### src/rtl/vgalb_ctrl_if.sv
// ----------------------------------------------------------------------------
// vgalb_ctrl_if
// Purpose : groups the scanout read port and the pixel write port of the
//           line-buffer sequencer into one bundle.
// Signals :
//   rd_req / rd_addr          scanout read request and address
//   rd_gnt                    read accepted this cycle
//   rd_vld / rd_data          read data return, RD_LAT cycles after rd_gnt
//   wr_req / wr_addr / wr_data pixel write request, address and data
//   wr_gnt                    write performed this cycle
// Modports:
//   master : the requesting side (scanout + pixel writer)
//   slave  : the sequencer (vgalb_ctrl)
// ----------------------------------------------------------------------------
interface vgalb_ctrl_if #(
  parameter int AW = 10,
  parameter int DW = 24
);
  logic          rd_req;
  logic [AW-1:0] rd_addr;
  logic          rd_gnt;
  logic          rd_vld;
  logic [DW-1:0] rd_data;
  logic          wr_req;
  logic [AW-1:0] wr_addr;
  logic [DW-1:0] wr_data;
  logic          wr_gnt;

  modport master (
    output rd_req, rd_addr, wr_req, wr_addr, wr_data,
    input  rd_gnt, rd_vld, rd_data, wr_gnt
  );

  modport slave (
    input  rd_req, rd_addr, wr_req, wr_addr, wr_data,
    output rd_gnt, rd_vld, rd_data, wr_gnt
  );
endinterface

### src/rtl/vgalb_ctrl.sv
// ----------------------------------------------------------------------------
// vgalb_ctrl
// Purpose : sequencer/arbiter for one single-port line-buffer RAM with a
//           registered read of RD_LAT cycles. Shares the RAM between the
//           scanout reader, the pixel writer and an internal clear engine.
//           One RAM access per cycle; priority is
//           forced write > read > write > clear.
// Ports   :
//   sys_clk_i    system clock, rising edge
//   sys_rst_i    asynchronous active-high reset
//   rd_clr_i     (VGALB_CLR_ON_READ_EN only) clear-on-read for this read
//   bus          read/write request bundle (vgalb_ctrl_if.slave)
//   clr_start_i  start line clear (pulse, sampled only in IDLE)
//   clr_base_i   first clear address
//   clr_len_i    number of words to clear, 0..1<<AW
//   clr_value_i  background value written by the clear
//   clr_busy_o   clear engine running
//   clr_done_o   one-cycle pulse when the clear finishes
//   ram_a_o / ram_d_o / ram_we_o / ram_q_i   RAM port
// Config  :
//   VGALB_CLR_ON_READ_EN  adds rd_clr_i; a read granted with rd_clr_i=1
//                         writes the latched clear value back to the same
//                         address on the following cycle at top priority.
// ----------------------------------------------------------------------------
module vgalb_ctrl #(
  parameter int AW        = 10,
  parameter int DW        = 24,
  parameter int RD_LAT    = 2,
  parameter int WR_STARVE = 4
) (
  input  logic          sys_clk_i,
  input  logic          sys_rst_i,
`ifdef VGALB_CLR_ON_READ_EN
  input  logic          rd_clr_i,
`endif
  vgalb_ctrl_if.slave   bus,
  input  logic          clr_start_i,
  input  logic [AW-1:0] clr_base_i,
  input  logic [AW:0]   clr_len_i,
  input  logic [DW-1:0] clr_value_i,
  output logic          clr_busy_o,
  output logic          clr_done_o,
  output logic [AW-1:0] ram_a_o,
  output logic [DW-1:0] ram_d_o,
  output logic          ram_we_o,
  input  logic [DW-1:0] ram_q_i
);

  localparam int SW = $clog2(WR_STARVE + 1);

  typedef enum logic [1:0] {IDLE, RUN, DONE} clrState_e;

  clrState_e         state_q;
  logic [AW-1:0]     clrAddr_q;
  logic [AW:0]       clrRem_q;
  logic [DW-1:0]     clrValue_q;
  logic [SW-1:0]     starveCnt_q;
  logic [RD_LAT-1:0] vld_q;

  logic              pendWr;
  logic [AW-1:0]     pendAddr;
  logic              forceWr;
  logic              rdGnt;
  logic              wrGnt;
  logic              clrWr;

  // A write that has waited through WR_STARVE consecutive read grants takes
  // the slot from the reader. Grants are masked during reset so the RAM port
  // goes quiet immediately, not at the next edge.
  assign forceWr = bus.wr_req && (starveCnt_q == SW'(WR_STARVE));
  assign rdGnt   = !sys_rst_i && !pendWr && !forceWr && bus.rd_req;
  assign wrGnt   = !sys_rst_i && !pendWr && bus.wr_req && (forceWr || !bus.rd_req);
  assign clrWr   = !sys_rst_i && !pendWr && (state_q == RUN) && !bus.rd_req && !bus.wr_req;

`ifdef VGALB_CLR_ON_READ_EN
  logic          pendVld_q;
  logic [AW-1:0] pendAddr_q;

  // Remember a clear-on-read so the same address gets the background value
  // on the very next cycle, ahead of every other requester.
  always_ff @(posedge sys_clk_i or posedge sys_rst_i) begin
    if (sys_rst_i) begin
      pendVld_q  <= 1'b0;
      pendAddr_q <= '0;
    end else begin
      pendVld_q  <= rdGnt && rd_clr_i;
      pendAddr_q <= bus.rd_addr;
    end
  end

  assign pendWr   = pendVld_q;
  assign pendAddr = pendAddr_q;
`else
  assign pendWr   = 1'b0;
  assign pendAddr = '0;
`endif

  // RAM port mux. Exactly one source owns the port in any cycle; with no
  // access the address and data rest at zero.
  always_comb begin
    ram_a_o  = '0;
    ram_d_o  = '0;
    ram_we_o = 1'b0;
    if (!sys_rst_i && pendWr) begin
      ram_a_o  = pendAddr;
      ram_d_o  = clrValue_q;
      ram_we_o = 1'b1;
    end else if (wrGnt) begin
      ram_a_o  = bus.wr_addr;
      ram_d_o  = bus.wr_data;
      ram_we_o = 1'b1;
    end else if (rdGnt) begin
      ram_a_o  = bus.rd_addr;
    end else if (clrWr) begin
      ram_a_o  = clrAddr_q;
      ram_d_o  = clrValue_q;
      ram_we_o = 1'b1;
    end
  end

  // Starvation counter: counts reads that won while a write was waiting.
  // Any cycle without a pending write, or a served write, starts it over.
  always_ff @(posedge sys_clk_i or posedge sys_rst_i) begin
    if (sys_rst_i) begin
      starveCnt_q <= '0;
    end else if (!bus.wr_req || wrGnt) begin
      starveCnt_q <= '0;
    end else if (rdGnt && (starveCnt_q != SW'(WR_STARVE))) begin
      starveCnt_q <= starveCnt_q + SW'(1);
    end
  end

  // Read-valid pipeline mirrors the RAM latency; reset flushes it so reads
  // in flight at reset never report valid.
  always_ff @(posedge sys_clk_i or posedge sys_rst_i) begin
    if (sys_rst_i) begin
      vld_q <= '0;
    end else begin
      vld_q[0] <= rdGnt;
      for (int i = 1; i < RD_LAT; i++) begin
        vld_q[i] <= vld_q[i-1];
      end
    end
  end

  // Clear engine. Latches its job in IDLE, then steals only the slots
  // nobody else wants; the address wraps so a full-length clear covers the
  // whole RAM from any base. A zero-length job goes straight to DONE.
  always_ff @(posedge sys_clk_i or posedge sys_rst_i) begin
    if (sys_rst_i) begin
      state_q    <= IDLE;
      clrAddr_q  <= '0;
      clrRem_q   <= '0;
      clrValue_q <= '0;
    end else begin
      case (state_q)
        IDLE: begin
          if (clr_start_i) begin
            clrValue_q <= clr_value_i;
            clrAddr_q  <= clr_base_i;
            clrRem_q   <= clr_len_i;
            state_q    <= (clr_len_i == '0) ? DONE : RUN;
          end
        end
        RUN: begin
          if (clrWr) begin
            clrAddr_q <= clrAddr_q + AW'(1);
            clrRem_q  <= clrRem_q - (AW+1)'(1);
            if (clrRem_q == (AW+1)'(1)) begin
              state_q <= DONE;
            end
          end
        end
        DONE:    state_q <= IDLE;
        default: state_q <= IDLE;
      endcase
    end
  end

  assign bus.rd_gnt  = rdGnt;
  assign bus.wr_gnt  = wrGnt;
  assign bus.rd_vld  = vld_q[RD_LAT-1];
  assign bus.rd_data = ram_q_i;
  assign clr_busy_o  = (state_q == RUN);
  assign clr_done_o  = (state_q == DONE);

endmodule

### src/flat_wrapper.sv
// flat-port wrapper written by rule: the top's interface ports become plain ports
module vgalb_ctrl_flat 
#(
  parameter int AW        = 10,
  parameter int DW        = 24,
  parameter int RD_LAT    = 2,
  parameter int WR_STARVE = 4
)
  (sys_clk_i, sys_rst_i, clr_start_i, clr_base_i, clr_len_i, clr_value_i, clr_busy_o, clr_done_o, ram_a_o, ram_d_o, ram_we_o, ram_q_i, bus_rd_req, bus_rd_addr, bus_wr_req, bus_wr_addr, bus_wr_data, bus_rd_gnt, bus_rd_vld, bus_rd_data, bus_wr_gnt);
  vgalb_ctrl_if #(.AW(AW), .DW(DW)) bus_i ();
  input  logic sys_clk_i;
  input  logic sys_rst_i;
  input  logic clr_start_i;
  input  logic [AW-1:0] clr_base_i;
  input  logic [AW:0] clr_len_i;
  input  logic [DW-1:0] clr_value_i;
  output logic clr_busy_o;
  output logic clr_done_o;
  output logic [AW-1:0] ram_a_o;
  output logic [DW-1:0] ram_d_o;
  output logic ram_we_o;
  input  logic [DW-1:0] ram_q_i;
  input wire logic [$bits(bus_i.rd_req)-1:0] bus_rd_req;
  input wire logic [$bits(bus_i.rd_addr)-1:0] bus_rd_addr;
  input wire logic [$bits(bus_i.wr_req)-1:0] bus_wr_req;
  input wire logic [$bits(bus_i.wr_addr)-1:0] bus_wr_addr;
  input wire logic [$bits(bus_i.wr_data)-1:0] bus_wr_data;
  output wire logic [$bits(bus_i.rd_gnt)-1:0] bus_rd_gnt;
  output wire logic [$bits(bus_i.rd_vld)-1:0] bus_rd_vld;
  output wire logic [$bits(bus_i.rd_data)-1:0] bus_rd_data;
  output wire logic [$bits(bus_i.wr_gnt)-1:0] bus_wr_gnt;
  assign bus_i.rd_req = bus_rd_req;
  assign bus_i.rd_addr = bus_rd_addr;
  assign bus_i.wr_req = bus_wr_req;
  assign bus_i.wr_addr = bus_wr_addr;
  assign bus_i.wr_data = bus_wr_data;
  assign bus_rd_gnt = bus_i.rd_gnt;
  assign bus_rd_vld = bus_i.rd_vld;
  assign bus_rd_data = bus_i.rd_data;
  assign bus_wr_gnt = bus_i.wr_gnt;
  vgalb_ctrl #(.AW(AW), .DW(DW), .RD_LAT(RD_LAT), .WR_STARVE(WR_STARVE)) u_core (.sys_clk_i(sys_clk_i), .sys_rst_i(sys_rst_i), .bus(bus_i), .clr_start_i(clr_start_i), .clr_base_i(clr_base_i), .clr_len_i(clr_len_i), .clr_value_i(clr_value_i), .clr_busy_o(clr_busy_o), .clr_done_o(clr_done_o), .ram_a_o(ram_a_o), .ram_d_o(ram_d_o), .ram_we_o(ram_we_o), .ram_q_i(ram_q_i));
endmodule
### config.mk
export PLATFORM = sky130hd
export DESIGN_NAME = vgalb_ctrl_flat
export DESIGN_NICKNAME = d
export VERILOG_FILES = /design/src/rtl/vgalb_ctrl_if.sv /design/src/rtl/vgalb_ctrl.sv /design/src/flat_wrapper.sv
export SDC_FILE = /design/constraint.sdc
export NUM_CORES = 1
export LEC_CHECK = 0
export BUFFER_PORTS_ARGS = -buffer_cell sky130_fd_sc_hd__buf_2
export CORE_MARGIN = 2
export CORE_UTILIZATION = 30
export CTS_CLUSTER_SIZE = 10
export DETAILED_ROUTE_END_ITERATION = 16
export PLACE_DENSITY = 0.7
export SETUP_SLACK_MARGIN = 0.2
export SYNTH_ARGS = -nofsm -noshare
export SYNTH_HDL_FRONTEND = slang
export SYNTH_SLANG_ARGS = --single-unit
### constraint.sdc
create_clock -name sys_clk_i -period 4.85 [get_ports sys_clk_i]
set_clock_uncertainty 0.15 [all_clocks]
set_input_delay 0.7275 -clock sys_clk_i [delete_from_list [all_inputs] [get_ports sys_clk_i]]
set_output_delay 0.7275 -clock sys_clk_i [all_outputs]
set_load 0.005 [all_outputs]
# --- Word level (Yosys, flattened, before mapping) ---
# Cells that the tools add are included.
classes:
  muxes: 22
  n_addsub: 3
  n_reduce_logical: 22
  eq_ne: 8
ops:
  columns: ["cell", "n"]
  rows:
  - ["24-bit two-way mux", 3]
  - ["10-bit two-way mux", 5]
  - ["11-bit two-way mux", 2]
  - ["11-bit one-hot mux with 2 select lines", 1]
  - ["10-bit one-hot mux with 2 select lines", 1]
  - ["11-bit by 1-bit equality test with 1-bit output (second input constant)", 1]
  - ["11-bit zero test", 1]
  - ["11-bit by 1-bit subtractor with 11-bit output (second input constant)", 1]
  - ["10-bit by 1-bit adder with 10-bit output (second input constant)", 1]
  - ["1-bit logical AND", 9]
  - ["2-bit two-way mux", 4]
  - ["3-bit two-way mux", 2]
  - ["3-bit AND reduction", 2]
  - ["1-bit zero test", 4]
  - ["2-bit by 1-bit inequality test with 1-bit output (second input constant)", 2]
  - ["2-bit one-hot mux with 2 select lines", 1]
  - ["2-bit nonzero test", 2]
  - ["3-bit by 1-bit adder with 3-bit output (second input constant)", 1]
  - ["3-bit equality test (second input constant)", 1]
  - ["1-bit two-way mux", 3]
  - ["3-bit inequality test (second input constant)", 1]
  - ["2-bit by 1-bit equality test with 1-bit output (second input constant)", 1]
  - ["2-bit equality test (second input constant)", 1]
  - ["2-bit zero test", 1]
  - ["3 further kinds", 4]
totals:
  word_cells: 61
  output_inout_bits: 64
  ff_bits: 52

# --- Longest topological paths before layout ---
depth:
  depth_word: 8
  mapped_depth: 7
  ltp_nobuf: 6

# --- Worst setup path before layout ---
# OpenSTA, ideal clock, no wires.
synth_path:
  path_type: "input to register"
  from: "input port sys_rst_i"
  to: "register u_core.clrAddr_q[2]"
  arrival_time_ps: 3028
  setup_slack_ps: 1537
  path_stages: 6
  path_buffers: 2
  required_time_ps: 4566
  path_cell_list: "clkbuf_1 -> inv_1 -> a41oi_1 -> clkbuf_1 -> o21ai_0 -> o21ai_0"
synth_via:
  elab_chain_len: 6
synth_rtl:
  columns: ["item", "line_no", "rtl"]
  rows:
  - ["start: declaration", "flat_wrapper.sv:12", "input logic sys_rst_i;"]
  - ["1-bit zero test", "vgalb_ctrl.sv:73", "assign clrWr = !sys_rst_i && !pendWr && (state_q == RUN) && !bus.rd_req && !bus.wr_req;"]
  - ["1-bit logical AND (3 in a row)", "vgalb_ctrl.sv:73", null]
  - ["2-bit by 1-bit inequality test with 1-bit output (no line)", null, null]
  - ["3-bit AND reduction (no line)", null, null]
  - ["end signal: assignment", "vgalb_ctrl.sv:160", "clrAddr_q <= clr_base_i;"]
  - ["end signal: assignment", "vgalb_ctrl.sv:167", "clrAddr_q <= clrAddr_q + AW'(1);"]
  - ["end: declaration", "vgalb_ctrl.sv:54", "logic [AW-1:0] clrAddr_q;"]
# No other way between the ends.
# A chain may end at the register's enable or synchronous reset.

# --- Worst setup path in the final report ---
layout_path:
  from: "register u_core.state_q[1]"
  to: "output port clr_busy_o"
layout_via:
  elab_chain_len: 1
layout_rtl:
  columns: ["item", "line_no", "rtl"]
  rows:
  - ["start: declaration", "vgalb_ctrl.sv:53", "clrState_e state_q;"]
  - ["start signal: assignment", "vgalb_ctrl.sv:162", "state_q <= (clr_len_i == '0) ? DONE : RUN;"]
  - ["2-bit by 1-bit equality test with 1-bit output", "vgalb_ctrl.sv:184", "assign clr_busy_o = (state_q == RUN);"]
  - ["end: declaration", "flat_wrapper.sv:17", "output logic clr_busy_o;"]
# No other way between the ends.

==> flow_results.xml <==
<?xml version="1.0" encoding="UTF-8"?>
<metrics>
  <group name="layout">
    <metric name="final_layout_size_suffix_gt1_frac" unit="">0.336</metric>
    <metric name="finish.net_count" unit="">592</metric>
    <metric name="post-route-cell-area" unit="mm²">0.00386</metric>
    <metric name="layoutNonFillerInstCount" unit="">606</metric>
    <metric name="area_growth_syn_to_layout" unit="%">24.1</metric>
    <metric name="layout.core_utilization" unit="">0.379</metric>
    <metric name="number_of_antenna_diodes" unit="">0</metric>
  </group>
  <group name="power_and_ir_drop">
    <metric name="p_int" unit="mW">0.901</metric>
    <metric name="p_clk_frac" unit="">0.180</metric>
    <metric name="leakage_power_figure" unit="nW">1.99</metric>
    <metric name="pwr-share-seq" unit="">0.504</metric>
    <metric name="report.power.total" unit="mW">1.43</metric>
    <metric name="p_switching" unit="mW">0.526</metric>
    <metric name="worst_ir_drop_vdd" unit="µV">133</metric>
    <metric name="comb_power_share" unit="">0.317</metric>
    <metric name="pwr_density_cell" unit="mW/mm²">370</metric>
    <metric name="switching_share" unit="">0.369</metric>
  </group>
  <group name="synth">
    <metric name="synth_area" unit="mm²">0.00311</metric>
    <metric name="syn_avg_cell_area" unit="µm²">8.46</metric>
    <metric name="synth_cells" unit="">368</metric>
    <metric name="synth_seq_cells" unit="">52</metric>
    <metric name="synth_cell_type_count" unit="">50</metric>
    <metric name="asyncSetResetFlopFracSynth" unit="">1.00</metric>
    <metric name="netlist_top_cells_area" unit="">sky130_fd_sc_hd__dfrtp_1 42%, sky130_fd_sc_hd__nand2_1 10%, sky130_fd_sc_hd__a22o_1 7.0%</metric>
    <metric name="synth.top_cells.by_count" unit="">86 x sky130_fd_sc_hd__nand2_1, 52 x sky130_fd_sc_hd__dfrtp_1, 26 x sky130_fd_sc_hd__a21oi_1, 25 x sky130_fd_sc_hd__a22o_1</metric>
    <metric name="synth_top_cell_by_area" unit="">sky130_fd_sc_hd__dfrtp_1</metric>
    <metric name="postSynthNetCount" unit="">491</metric>
    <metric name="synthMostInstantiatedCell" unit="">sky130_fd_sc_hd__nand2_1</metric>
    <metric name="synthDominantCellAreaShare" unit="">0.418</metric>
    <metric name="yosys_warnings" unit="">0</metric>
    <metric name="synth-edff-count" unit="">0</metric>
    <metric name="synth_sequential_area_ratio" unit="">0.418</metric>
    <metric name="ys.flop_type" unit="">sky130_fd_sc_hd__dfrtp_1</metric>
  </group>
  <group name="place">
    <metric name="place.port_buffers" unit="">133</metric>
    <metric name="place_worst_setup_slack" unit="ns">1.55</metric>
    <metric name="hpwl" unit="mm">6.22</metric>
    <metric name="dp_cells" unit="">598</metric>
    <metric name="gp_routability_congestion" unit="">0.858</metric>
    <metric name="dpl-instance-area" unit="mm²">0.00377</metric>
  </group>
  <group name="sta">
    <metric name="final-max-slew-violation-count" unit="">0</metric>
    <metric name="period_share" unit="">0.706</metric>
    <metric name="hold_slack" unit="ns">0.206</metric>
    <metric name="timing.final.hold_violations" unit="">0</metric>
    <metric name="period_minus_slack" unit="ns">3.42</metric>
    <metric name="tightest_slew" unit="ns">0.876</metric>
    <metric name="worst_slack_setup_final" unit="ns">1.43</metric>
    <metric name="fmax" unit="MHz">292</metric>
    <metric name="setup_viol_count_final" unit="">0</metric>
    <metric name="setup_repair_after_global_routing_missed_its_margin" unit="">no</metric>
    <metric name="max-slew-margin-rel" unit="">0.413</metric>
    <metric name="finalSetupTns" unit="ns">0</metric>
  </group>
  <group name="detailed_routing">
    <metric name="detail-route-antenna-nets" unit="">0</metric>
    <metric name="drt_first_pass_iters" unit="">8</metric>
    <metric name="wirelength" unit="mm">8.74</metric>
    <metric name="initialDrtViolationCount" unit="">233</metric>
    <metric name="drt-wirelength-per-cell" unit="µm">14.4</metric>
    <metric name="route.detailed.drc" unit="">0</metric>
    <metric name="total_number_of_vias" unit="">3095</metric>
    <metric name="detailed_route_vias_per_instance" unit="">5.11</metric>
  </group>
  <group name="global_routing">
    <metric name="grt_pass1_wl" unit="mm">13.9</metric>
    <metric name="gr-total-overflow" unit="">0</metric>
    <metric name="grt_antenna_before_repair" unit="">0</metric>
    <metric name="track_usage" unit="">0.152</metric>
    <metric name="pin_count_of_the_biggest_net_entering_global_routing" unit="">54</metric>
    <metric name="first_global_vias" unit="">2925</metric>
  </group>
  <group name="cts">
    <metric name="cts.clk_slew.worst_paths" unit="ns">0.09</metric>
    <metric name="post_cts.resized_instances" unit="">0</metric>
    <metric name="clk_root_buffer_cell" unit="">sky130_fd_sc_hd__clkbuf_8</metric>
    <metric name="cts_tree" unit="">built</metric>
    <metric name="cts-hold-fix-buffers" unit="">0</metric>
    <metric name="clock_latency" unit="ns">0.30</metric>
    <metric name="htree_num_levels" unit="">2</metric>
    <metric name="cts_inserted_buffers" unit="">5</metric>
    <metric name="cts.path.max_buffers" unit="">2</metric>
    <metric name="clk_sink_count" unit="">52</metric>
    <metric name="cts_setup_buffers" unit="">0</metric>
  </group>
  <group name="die">
    <metric name="fp.dieArea" unit="mm²">0.0112</metric>
    <metric name="coreArea" unit="mm²">0.0102</metric>
    <metric name="std_cell_rows" unit="">37</metric>
    <metric name="die_height" unit="µm">106</metric>
    <metric name="start_util" unit="">0.306</metric>
    <metric name="fp.dieW" unit="µm">106</metric>
    <metric name="design.portCount" unit="">182</metric>
  </group>
  <group name="worst_setup_path">
    <metric name="cp-end-kind" unit="">primary output</metric>
    <metric name="data_required_critical_path" unit="ns">3.97</metric>
    <metric name="timing.critical_path.from_type" unit="">flip-flop</metric>
    <metric name="criticalPathCategory" unit="">flip-flop to primary output</metric>
    <metric name="max_stage_delay" unit="ns">0.89</metric>
    <metric name="slowest_cell_on_the_critical_path" unit="">sky130_fd_sc_hd__clkinv_1</metric>
    <metric name="timing.critical_path.fanout_max" unit="">35</metric>
    <metric name="crit_chain" unit="">nand2b_1 -&gt; clkinv_1 -&gt; buf_2</metric>
    <metric name="cp.arrival" unit="ns">2.55</metric>
  </group>
  <group name="hold_path">
    <metric name="hold_path_class" unit="">flip-flop to flip-flop</metric>
  </group>
  <group name="outcome">
    <metric name="result_of_the_run" unit="">finished clean</metric>
  </group>
  <group name="flow_run">
    <metric name="max_cap_viol_count" unit="">0</metric>
  </group>
</metrics>
## placed cells by master, fill, tap and decap left out, types with 2 or more instances in the layout
master,n
sky130_fd_sc_hd__buf_2,133
sky130_fd_sc_hd__nand2_1,86
sky130_fd_sc_hd__dfrtp_1,52
sky130_fd_sc_hd__a21oi_1,26
sky130_fd_sc_hd__a22o_1,25
sky130_fd_sc_hd__o21ai_0,24
sky130_fd_sc_hd__inv_1,17
sky130_fd_sc_hd__nor2_1,11
sky130_fd_sc_hd__a222oi_1,10
sky130_fd_sc_hd__buf_4,8
sky130_fd_sc_hd__nand3_1,7
sky130_fd_sc_hd__clkbuf_8,6
sky130_fd_sc_hd__ha_1,5
sky130_fd_sc_hd__nor3b_1,4
sky130_fd_sc_hd__nor4_1,3
sky130_fd_sc_hd__nand4_1,3
sky130_fd_sc_hd__nor3_1,3
sky130_fd_sc_hd__or4_1,3
sky130_fd_sc_hd__mux2i_1,2
sky130_fd_sc_hd__a31oi_1,2
sky130_fd_sc_hd__o22ai_1,2
sky130_fd_sc_hd__or3_1,2
sky130_fd_sc_hd__o32ai_1,2
sky130_fd_sc_hd__o211ai_1,2
sky130_fd_sc_hd__nor2b_1,2
sky130_fd_sc_hd__o2bb2ai_1,2
sky130_fd_sc_hd__a22oi_1,2
sky130_fd_sc_hd__clkbuf_1,2
## worst paths after layout
| kind | start | endpoint | slack [ns] | depth (start not counted) |
|---|---|---|---|---|
| max | u_core.state_q[1] | clr_busy_o | 1.43 | 3 |
| min | u_core.vld_q[0] | u_core.vld_q[1] | 0.21 | 0 |
| max reg2reg | u_core.state_q[1] | u_core.clrRem_q[9] | 1.73 | 6 |
| min reg2reg | u_core.vld_q[0] | u_core.vld_q[1] | 0.21 | 0 |
| max in group asynchronous | sys_rst_i | u_core.clrValue_q[1] | 3.50 | 3 |
| min in group asynchronous | sys_rst_i | u_core.state_q[0] | 0.57 | 3 |
## metal layers
layer,up-vias,wire length [µm],GRT usage
li1,1493,-,-
met1,1430,3700,0.185
met2,160,4260,0.276
met3,12,673,0.0284
met4,0,112,0.0376
met5,-,0,0
## power groups by stage
stage	Sequential, mW	Combinational, mW	Clock, mW
global placement	0.714	0.431	0
detailed placement	0.718	0.453	0
global route	0.738	0.518	0.286
floorplan	0.670	0.341	0
CTS	0.714	0.452	0.268
finish	0.719	0.452	0.257
## cell families (layout without fill, tap and decap cells)
kind of cell    Yosys count  count (layout)  synth area share
compound gates          106             106             0.240
simple gates            137             137             0.206
mux                       2               2           0.00643
flops                    52              52             0.418
buf+inv                  66             168             0.109
fa+ha+maj                 5               5            0.0201
## area by class of cell
class	count	area, µm²
flip-flops and latches	52	1300
fillers	1054	6320
clock buffers	8	90.1
inverters	19	71.3
multi-input cells	250	1500
well taps	136	170
repair buffers	141	726
## state kept, by name, summed over array words and instances (netlist names)
| name | flops |
|---|---|
| u_core.clrRem_q | 11 |
| u_core.state_q | 2 |
| u_core.vld_q | 2 |
| u_core.starveCnt_q | 3 |
| u_core.clrValue_q | 24 |
| u_core.clrAddr_q | 10 |
## worst max-delay path, delay by kind of cell, from the launching register on
| family | cells | cell delay [ns] |
|---|---|---|
| flops | 1 | 0.42 |
| simple gates | 1 | 0.53 |
| buf+inv | 2 | 1.28 |
Power figures use the tool's default switching activity.
